--- src/rtl/uart_tx_interface.sv ---
// ---------------------------------------------------------------------------
// uart_tx_interface
//
// 8N1 UART transmitter returning result bytes from the CPU datapath to the
// host. Bytes arrive over a valid/ready handshake into a one-entry holding
// register and are serialized LSB-first as 1 start, 8 data and 1 stop bit.
// A byte already waiting at the end of a stop bit starts the next frame on
// the very next edge, so back-to-back frames carry no idle gap.
//
// Parameters
//   CLKS_PER_BIT  clock cycles per serial bit (>= 2), 868 = 100 MHz / 115200
//
// Ports
//   CLK           system clock, rising edge
//   RST           asynchronous active-high reset; aborts any frame at once
//   Tx_Byte_in    byte to send, sampled on the accept edge
//   Tx_Valid_in   upstream presents a byte
//   Tx_Ready_out  holding register empty (accept = valid && ready)
//   Tx_Busy_out   frame in progress
//   Tx_Done_out   one-cycle pulse on the last cycle of every stop bit
//   TX_out        serial line, idles high
// ---------------------------------------------------------------------------
module uart_tx_interface #(
   parameter int CLKS_PER_BIT = 868
) (
   input  logic       CLK,
   input  logic       RST,
   input  logic [7:0] Tx_Byte_in,
   input  logic       Tx_Valid_in,
   output logic       Tx_Ready_out,
   output logic       Tx_Busy_out,
   output logic       Tx_Done_out,
   output logic       TX_out
);

   localparam int CNT_W = (CLKS_PER_BIT > 1) ? $clog2(CLKS_PER_BIT) : 1;
   localparam logic [CNT_W-1:0] CNT_LAST = CNT_W'(CLKS_PER_BIT - 1);

   typedef enum logic [1:0] {
      IDLE  = 2'd0,
      START = 2'd1,
      DATA  = 2'd2,
      STOP  = 2'd3
   } state_t;

   state_t           state, state_n;
   logic [CNT_W-1:0] baud_cnt, baud_cnt_n;
   logic [2:0]       bit_idx, bit_idx_n;
   logic [7:0]       shift_reg, shift_reg_n;
   logic [7:0]       hold_byte;
   logic             hold_valid;
   logic             accept;
   logic             load;
   logic             bit_last;
   logic             tx_n;
   logic             done_n;

   // Ready comes straight from the holding flag, never from Tx_Valid_in.
   assign Tx_Ready_out = ~hold_valid;
   assign accept       = Tx_Valid_in & ~hold_valid;
   assign bit_last     = (baud_cnt == CNT_LAST);

   // ---- next-state / next-output logic ------------------------------------
   always_comb begin
      state_n     = state;
      baud_cnt_n  = baud_cnt;
      bit_idx_n   = bit_idx;
      shift_reg_n = shift_reg;
      load        = 1'b0;
      tx_n        = 1'b1;
      done_n      = 1'b0;

      case (state)
         IDLE: begin
            baud_cnt_n = '0;
            bit_idx_n  = '0;
            if (hold_valid) begin
               load        = 1'b1;
               shift_reg_n = hold_byte;
               state_n     = START;
            end
         end
         START: begin
            if (bit_last) begin
               baud_cnt_n = '0;
               bit_idx_n  = '0;
               state_n    = DATA;
            end else begin
               baud_cnt_n = baud_cnt + 1'b1;
            end
         end
         DATA: begin
            if (bit_last) begin
               baud_cnt_n  = '0;
               shift_reg_n = {1'b0, shift_reg[7:1]};
               if (bit_idx == 3'd7) begin
                  bit_idx_n = '0;
                  state_n   = STOP;
               end else begin
                  bit_idx_n = bit_idx + 3'd1;
               end
            end else begin
               baud_cnt_n = baud_cnt + 1'b1;
            end
         end
         STOP: begin
            if (bit_last) begin
               baud_cnt_n = '0;
               bit_idx_n  = '0;
               // A waiting byte chains straight into the next start bit.
               if (hold_valid) begin
                  load        = 1'b1;
                  shift_reg_n = hold_byte;
                  state_n     = START;
               end else begin
                  state_n = IDLE;
               end
            end else begin
               baud_cnt_n = baud_cnt + 1'b1;
            end
         end
         default: begin
            state_n = IDLE;
         end
      endcase

      // Outputs are registered, so they are derived from the next state.
      case (state_n)
         IDLE:    tx_n = 1'b1;
         START:   tx_n = 1'b0;
         DATA:    tx_n = shift_reg_n[0];
         STOP:    tx_n = 1'b1;
         default: tx_n = 1'b1;
      endcase
      done_n = (state_n == STOP) && (baud_cnt_n == CNT_LAST);
   end

   // ---- control state and registered outputs -------------------------------
   always_ff @(posedge CLK or posedge RST) begin
      if (RST) begin
         state       <= IDLE;
         baud_cnt    <= '0;
         bit_idx     <= '0;
         hold_valid  <= 1'b0;
         TX_out      <= 1'b1;
         Tx_Busy_out <= 1'b0;
         Tx_Done_out <= 1'b0;
      end else begin
         state       <= state_n;
         baud_cnt    <= baud_cnt_n;
         bit_idx     <= bit_idx_n;
         // accept and load are exclusive: load needs hold_valid, accept needs it clear.
         hold_valid  <= accept | (hold_valid & ~load);
         TX_out      <= tx_n;
         Tx_Busy_out <= (state_n != IDLE);
         Tx_Done_out <= done_n;
      end
   end

   // ---- data registers (qualified by control, no reset needed) -------------
   always_ff @(posedge CLK) begin
      if (accept) begin
         hold_byte <= Tx_Byte_in;
      end
      shift_reg <= shift_reg_n;
   end

endmodule

--- config.mk ---
export PLATFORM = sky130hd
export DESIGN_NAME = uart_tx_interface
export DESIGN_NICKNAME = d
export VERILOG_FILES = /design/src/rtl/uart_tx_interface.sv
export SDC_FILE = /design/constraint.sdc
export NUM_CORES = 1
export LEC_CHECK = 0
export BUFFER_PORTS_ARGS = -buffer_cell sky130_fd_sc_hd__buf_2
export CORE_ASPECT_RATIO = 0.8
export CORE_MARGIN = 4
export CORE_UTILIZATION = 55
export CTS_CLUSTER_DIAMETER = 80
export DETAILED_ROUTE_END_ITERATION = 16
export PLACE_DENSITY = 0.73
export SETUP_SLACK_MARGIN = 0.05
export SYNTH_ARGS = -nofsm -noshare
export SYNTH_HDL_FRONTEND = slang
export SYNTH_SLANG_ARGS = --single-unit
--- constraint.sdc ---
create_clock -name CLK -period 2.4 [get_ports CLK]
set_clock_uncertainty 0.15 [all_clocks]
set_input_delay 0.36 -clock CLK [delete_from_list [all_inputs] [get_ports CLK]]
set_output_delay 0.36 -clock CLK [all_outputs]
set_load 0.005 [all_outputs]
==> metrics.md, run 1 <==
| Metric | Value |
|---|---|
| Layout overhead on the synthesized area | `12.04%` |
| Sequential share of the synthesized area | `53.61%` |
| Worst-Margin Slew | `0.7378 ns` |
| Fill count | `241` |
| Peak supply drop | `0.4356 mV` |
| Routed Antenna Nets | `0` |
| Post-synth top flop | `dfrtp_1` |
| Vias in the first global route | `1227` |
| Distinct cell type count of the synthesized netlist | `40` |
| Fin. max-slew vios | `0` |
| Static Leakage | `0.9268 nW` |
| Post-Place Cell Area | `1898 um^2` |
| Mapped Cells | `163` |
| Die X | `71.37 um` |
| Worst-path maximum fanout | `5` |
| Slowest cell on crit path | `dfrtp_1` |
| DP Wirelength | `2419 um` |
| Crit path DAT | `2.18 ns` |
| CP endpoint kind | `flop` |
| Layout cells sized above 1 | `15.22%` |
| Initial Util | `57.26%` |
| CTS root buf | `clkbuf_8` |
| Unrepaired setup endpoints after global routing | `false` |
| Post-synth ARST share | `54.29%` |
| Sequential cell area | `947.2 um^2` |
| Post-Syn Area | `1767 um^2` |
| Flops & latches, synth | `35` |
| Multi-input gate area | `767.0 um^2` |
| WL per Instance | `15.31 um` |
| Clock buffer count from CTS | `5` |
| Max reg flops | `10` |
| Critical path required time | `2.47 ns` |
| Post-synth EDFFs | `15` |
| Crit Path Class | `flop to flop` |
| Gpl congestion | `0.8962` |
| DRC viols | `0` |
| CP Launch Type | `flop` |
| # H-tree levels | `2` |
| Syn Area/Cell | `10.84 um^2` |
| Fin. Hold Viols | `0` |
| Reg power frac | `58.7%` |
| Final instance area | `1979 um^2` |
| Comb power frac | `4.0%` |
| 1st-iter DRT viols | `157` |
| Clock transition at path regs | `0.07 ns` |
| Critical Path Max Stage Delay | `0.41 ns` |
| Initial DRT Pass Iterations | `4` |
| GRT Util Overall | `18.96%` |
| Final Cycle Share | `87.69%` |
| Clock Latency Late Sink | `0.29 ns` |
| Switching power | `0.2312 mW` |
| Slew headroom | `50.76%` |
| DIE HEIGHT | `58.69 um` |
| Final setup margin | `0.2954 ns` |
| Via-to-Cell Ratio | `5.522` |
| Leading cell type in the layout, fill and taps excluded | `nor2_1` |
| Setup Fix Bufs, Post-CTS | `0` |
| Num ports | `15` |
| Routed wire length | `3430 um` |
| Final Setup Violations | `0` |
| Port Buffer Count | `14` |
| CTS tree | `done` |
| Post-place setup slack | `0.3326 ns` |
| Post-route setup TNS | `0 ns` |
| # diodes | `0` |
| CTS-repair resized insts | `0` |
| Pint | `0.8504 mW` |
| Clk pwr share | `37.3%` |
| Crit path cell chain | `ha_1, nor2b_1, nand3_1, mux2i_1, nand2b_1, o21a_1` |
| Initial antenna violation count | `0` |
| Clock sink total | `35` |
| Core area | `3085 um^2` |
| Worst-case clock buffer depth | `2` |
| Largest net degree at the start of global routing | `20` |
| Switch share | `21.37%` |
| Commonest cells after routing, fill and taps aside | `20 x nor2_1, 18 x dfrtp_1, 15 x edfxtp_1, 14 x buf_2, 12 x nand2_1` |
| Power Total | `1.082 mW` |
| Fmax | `475.1 MHz` |
| Syn Nets | `182` |
| Die ar. | `4188 um^2` |
| Max Cap Viol | `0` |
| Post-layout minimum cycle time | `2.105 ns` |
| Total gr overflow | `0` |
| Floorplan row count | `18` |
| Synth Warn # | `0` |
| Hold bufs inserted after CTS | `0` |
| First-pass GRT wire length | `5899 um` |
| Worst hold path class | `input pin to asynchronous set/reset pin` |
| Via count | `1237` |
| Pwr dens | `546.4 nW/um^2` |
| Final nets | `202` |
| Status | `finished, final reports clean` |
-- synthesized netlist by cell type, types with 3 or more instances --
master / n / share of area [%]
ha_1: 8 / 5.7
nor2_1: 20 / 4.2
nand2_1: 12 / 2.5
inv_1: 9 / 1.9
xnor2_1: 6 / 3.0
nand2b_1: 5 / 1.8
nand3_1: 6 / 1.7
mux2i_1: 9 / 5.1
clkbuf_1: 3 / 0.64
nor2b_1: 4 / 1.4
nor4_1: 3 / 1.1
edfxtp_1: 15 / 25
o21ai_0: 10 / 2.8
dfrtp_1: 18 / 25
-- critical path, delay by kind of cell, from the launching register on --
kind,cells,cell delay [ns]
adders and majority gates,1,0.25
AOI/OAI and AO/OA,1,0.18
and+or+nand+nor,3,0.69
DFF,1,0.41
muxes,1,0.36
-- final cells by class --
type                            instances  area share [%]
Sequential cell                        35           47.85
Multi-Input combinational cell        114           38.75
Timing Repair Buffer                   18           5.057
Clock buffer                            6           3.666
Tap cell                               40           2.528
Inverter                                9           1.707
Clock inverter                          2          0.4425
-- logic make-up (layout without fill, tap and decap cells) --
kind of cell | count (synthesis) | in the layout | share of synthesized area, %
AND/OR/NAND/NOR | 65 | 65 | 18.91
flip-flops | 35 | 35 | 53.61
AO/OA/AOI/OAI | 22 | 22 | 8.499
multiplexers | 11 | 11 | 6.374
buffers and inverters | 14 | 35 | 2.974
adder cells (fa/ha/maj) | 8 | 8 | 5.666
XOR/XNOR | 8 | 8 | 3.966
-- worst paths after layout --
check	end	slack, ns	depth (start not counted)	from
max	TX_out$_DFF_PP1_	0.30	6	baud_cnt[0]$_DFF_PP0_
min	Tx_Done_out$_DFF_PP0_	0.03	2	RST
max reg2reg	TX_out$_DFF_PP1_	0.30	6	baud_cnt[0]$_DFF_PP0_
min reg2reg	baud_cnt[0]$_DFF_PP0_	0.36	1	baud_cnt[0]$_DFF_PP0_
max in group asynchronous	bit_idx[2]$_DFFE_PP0P_	1.60	2	RST
min in group CLK	hold_byte[3]$_DFFE_PP_	0.09	1	Tx_Byte_in[3]
-- power groups by stage --
| stage | combinational, mW | clock [mW] | sequential (mW) |
|---|---|---|---|
| floorplan | 0.0259 | 0 | 0.646 |
| CTS | 0.0439 | 0.414 | 0.635 |
| global route | 0.0492 | 0.446 | 0.635 |
| global placement | 0.0420 | 0 | 0.646 |
| detailed placement | 0.0440 | 0 | 0.647 |
| finish | 0.0431 | 0.404 | 0.635 |
-- routing by layer --
layer | up-vias | GRT usage, % | part of all wire [%]
met4 | 0 | 8.311 | 1.7
met2 | 25 | 27.62 | 47
li1 | 614 | - | -
met3 | 6 | 7.167 | 5.0
met1 | 592 | 25.42 | 46
met5 | - | 0 | 0
-- stage by stage --
step,std cells,hold slack [ns],utilization [%]
after floorplan,163,0.1604,-
after global placement,216,0.3396,61.52
after detailed placement,216,0.3578,61.52
after CTS,224,0.05167,64.15
after global routing,224,0.07906,64.15
final,224,0.03427,64.15
(Power assumes the default switching activity.)
==> run 2: changes to the inputs <==
ABC_AREA = 1   (was not set)
clock period = 2 ns   (was 2.4 ns; I/O delays follow)
==> metrics.md, run 2 <==
| Metric | Value |
|---|---|
| Crit Path Class | `flop to flop (unchanged)` |
| Clock sink total | `35 (unchanged)` |
| Power Total | `1.285 mW (was 1.082 mW)` |
| CTS root buf | `clkbuf_8 (unchanged)` |
| Worst setup path start | `state[1]$_DFF_PP0_ (was baud_cnt[0]$_DFF_PP0_)` |
| Setup Fix Bufs, Post-CTS | `0 (unchanged)` |
| Routed Antenna Nets | `0 (unchanged)` |
| Unrepaired setup endpoints after global routing | `false (unchanged)` |
| Most used cell, CP | `nand3_1` |
| 1st-iter DRT viols | `138 (was 157)` |
| # diodes | `0 (unchanged)` |
| Core area | `3198 um^2 (was 3085 um^2)` |
| Sequential share of the synthesized area | `49.54% (was 53.61%)` |
| Layout overhead on the synthesized area | `13.09% (was 12.04%)` |
| Worst-Margin Slew | `0.2741 ns (was 0.7378 ns)` |
| Initial Util | `59.78% (was 57.26%)` |
| Num ports | `15 (unchanged)` |
| Hold Startpoint | `Tx_Byte_in[1]` |
| Worst hold path class | `input pin to flop (was input pin to asynchronous set/reset pin)` |
| Flops & latches, synth | `35 (unchanged)` |
| Gpl congestion | `0.8616 (was 0.8962)` |
| Peak supply drop | `0.4719 mV (was 0.4356 mV)` |
| Floorplan row count | `18 (unchanged)` |
| CTS tree | `done (unchanged)` |
| Total gr overflow | `0 (unchanged)` |
| Slowest cell on crit path | `dfrtp_1 (unchanged)` |
| GRT Util Overall | `18.82% (was 18.96%)` |
| Post-synth top flop | `dfrtp_1 (unchanged)` |
| Syn Area/Cell | `8.612 um^2 (was 10.84 um^2)` |
| Layout cells sized above 1 | `17.27% (was 15.22%)` |
| Clock Latency Late Sink | `0.28 ns (was 0.29 ns)` |
| CP endpoint kind | `flop (unchanged)` |
| Worst-case clock buffer depth | `2 (unchanged)` |
| Post-layout minimum cycle time | `1.823 ns (was 2.105 ns)` |
| Crit path cell chain | `inv_1, ha_1, nor2_1, nand3_1, nand3_1, nor2_2, nand3_1, nand3_1 (was ha_1, nor2b_1, nand3_1, mux2i_1, nand2b_1, o21a_1)` |
| # H-tree levels | `2 (unchanged)` |
| Routed wire length | `3652 um (was 3430 um)` |
| Final Setup Violations | `0 (unchanged)` |
| Crit path DAT | `1.89 ns (was 2.18 ns)` |
| Clock buffer count from CTS | `5 (unchanged)` |
| CP bufs+invs | `1 (was 0)` |
| Post-synth ARST share | `54.29% (unchanged)` |
| Distinct cell type count of the synthesized netlist | `31 (was 40)` |
| Final nets | `267 (was 202)` |
| CP Launch Type | `flop (unchanged)` |
| Static Leakage | `1.038 nW (was 0.9268 nW)` |
| Delay-heaviest family, CP | `simple AND/OR/NAND/NOR gates (unchanged)` |
| DIE HEIGHT | `60.74 um (was 58.69 um)` |
| Slew headroom | `81.53% (was 50.76%)` |
| Max reg flops | `10 (unchanged)` |
| Fin. Hold Viols | `0 (unchanged)` |
| Die X | `73.92 um (was 71.37 um)` |
| Worst-path maximum fanout | `8 (was 5)` |
| Fill count | `274 (was 241)` |
| Initial antenna violation count | `0 (unchanged)` |
| Via count | `1518 (was 1237)` |
| Mapped Cells | `222 (was 163)` |
| Synth top cells by count | `38 x inv_1, 38 x nand2_1, 27 x nor2_1 (was 20 x nor2_1, 18 x dfrtp_1, 15 x edfxtp_1)` |
| WL per Instance | `12.64 um (was 15.31 um)` |
| Synth Warn # | `0 (unchanged)` |
| Post-synth EDFFs | `15 (unchanged)` |
| Reg2Reg Launch Point | `state[1]$_DFF_PP0_ (was baud_cnt[0]$_DFF_PP0_)` |
| Final Cycle Share | `91.17% (was 87.69%)` |
| Fin. max-slew vios | `0 (unchanged)` |
| Synth top area cells | `dfrtp_1 24%, edfxtp_1 24%, inv_1 7.5% (was dfrtp_1 25%, edfxtp_1 25%, ha_1 5.7%)` |
| Fmax | `548.4 MHz (was 475.1 MHz)` |
| Max Cap Viol | `0 (unchanged)` |
| Post-Syn Area | `1912 um^2 (was 1767 um^2)` |
| Post-route setup TNS | `0 ns (unchanged)` |
| Port Buffer Count | `14 (unchanged)` |
| Critical Path Max Stage Delay | `0.45 ns (was 0.41 ns)` |
| Via-to-Cell Ratio | `5.253 (was 5.522)` |
| Clock transition at path regs | `0.06 ns (was 0.07 ns)` |
| Critical path required time | `2.07 ns (was 2.47 ns)` |
| First-pass GRT wire length | `6203 um (was 5899 um)` |
| DRC viols | `0 (unchanged)` |
| Cell taking the most area after synthesis | `dfrtp_1 (unchanged)` |
| Status | `finished, final reports clean (unchanged)` |
| Pwr dens | `594.4 nW/um^2 (was 546.4 nW/um^2)` |
| Initial DRT Pass Iterations | `5 (was 4)` |
| Die ar. | `4489 um^2 (was 4188 um^2)` |
| Top cell type's share of synthesized area | `23.56% (was 25.50%)` |
| Largest net degree at the start of global routing | `20 (unchanged)` |
| Syn Nets | `241 (was 182)` |
| Vias in the first global route | `1339 (was 1227)` |
| Util after Layout | `67.61% (was 64.15%)` |
| DP Wirelength | `2840 um (was 2419 um)` |
| Commonest cells after routing, fill and taps aside | `38 x inv_1, 38 x nand2_1, 27 x nor2_1, 18 x dfrtp_1, 18 x nand3_1 (was 20 x nor2_1, 18 x dfrtp_1, 15 x edfxtp_1, 14 x buf_2, 12 x nand2_1)` |
==> run 2: cell count changes in the layout (fill, tap and decap cells not counted), sizes merged, moves of 6 or more <==
cell   previous run  this run
nand3             6        21
inv               9        39
nor2             20        31
a21oi             1         7
xnor2             6         0
nand2            12        42
==> run 2: layout make-up <==
type / count / area [um^2] / share of cell area [%]
clock buffers: 6 / 72.57 / 3.356
multi-input cells: 145 / 805.8 / 37.27
flip-flops and latches: 35 / 947.2 / 43.81
well taps: 40 / 50.05 / 2.315
repair buffers: 22 / 132.6 / 6.134
inverters: 39 / 146.4 / 6.771
clock inverters: 2 / 7.507 / 0.3472
==> run 2: path summary, 6_finish.rpt <==
kind                       slack (ns)  cells after the start                      to
setup / recovery                 0.18                      8        TX_out$_DFF_PP1_
hold / removal                   0.04                      1  hold_byte[1]$_DFFE_PP_
setup reg to reg                 0.18                      8        TX_out$_DFF_PP1_
hold reg to reg                  0.41                      2  bit_idx[1]$_DFFE_PP0P_
max in group asynchronous        1.01                      4        TX_out$_DFF_PP1_
min in group asynchronous        0.43                      4   baud_cnt[5]$_DFF_PP0_
==> run 2: timing repair <==
item,in CTS,in global routing
endpoints found under the hold margin,18,0
endpoints found under the setup margin,0,3
gates resized for setup,0,1
hold buffers,1,0
==> run 2: where the power goes <==
group	switching (mW)	leakage, nW	internal, mW
Combinational	0.0317	0.615	0.0246
Sequential	0.00696	0.383	0.758
Clock	0.227	0.0403	0.237
Total	0.266	1.04	1.02
==> run 2: cell families (layout without fill, tap and decap cells) <==
group / after synthesis / count (layout) / share of synthesized area [%]
DFF: 35 / 35 / 49.54
muxes: 4 / 4 / 2.094
and+or+nand+nor: 107 / 107 / 26.64
AOI/OAI and AO/OA: 24 / 24 / 7.264
adders and majority gates: 8 / 8 / 5.236
buffers and inverters: 42 / 69 / 8.311
xor gates and xnor gates: 2 / 2 / 0.9164
==> run 2: stage by stage <==
step,instance area (um^2),instances,setup slack (ns),hold slack (ns)
6_report,2162,289,0.1767,0.04256
4_1_cts,2162,289,0.1709,0.03446
3_3_place_gp,2072,280,0.2008,0.1789
3_5_place_dp,2072,280,0.1841,0.1820
5_1_grt,2162,289,0.05547,0.02242
2_1_floorplan,1912,222,0.2235,0.1004
==> run 2: metal layers <==
metal  vias up  GRT usage, %  wire [um]
li1        780             -          -
met1       686         29.37       1887
met2        47         24.75       1409
met3         5         5.464        322
met4         0         6.202         33
met5         -             0          0
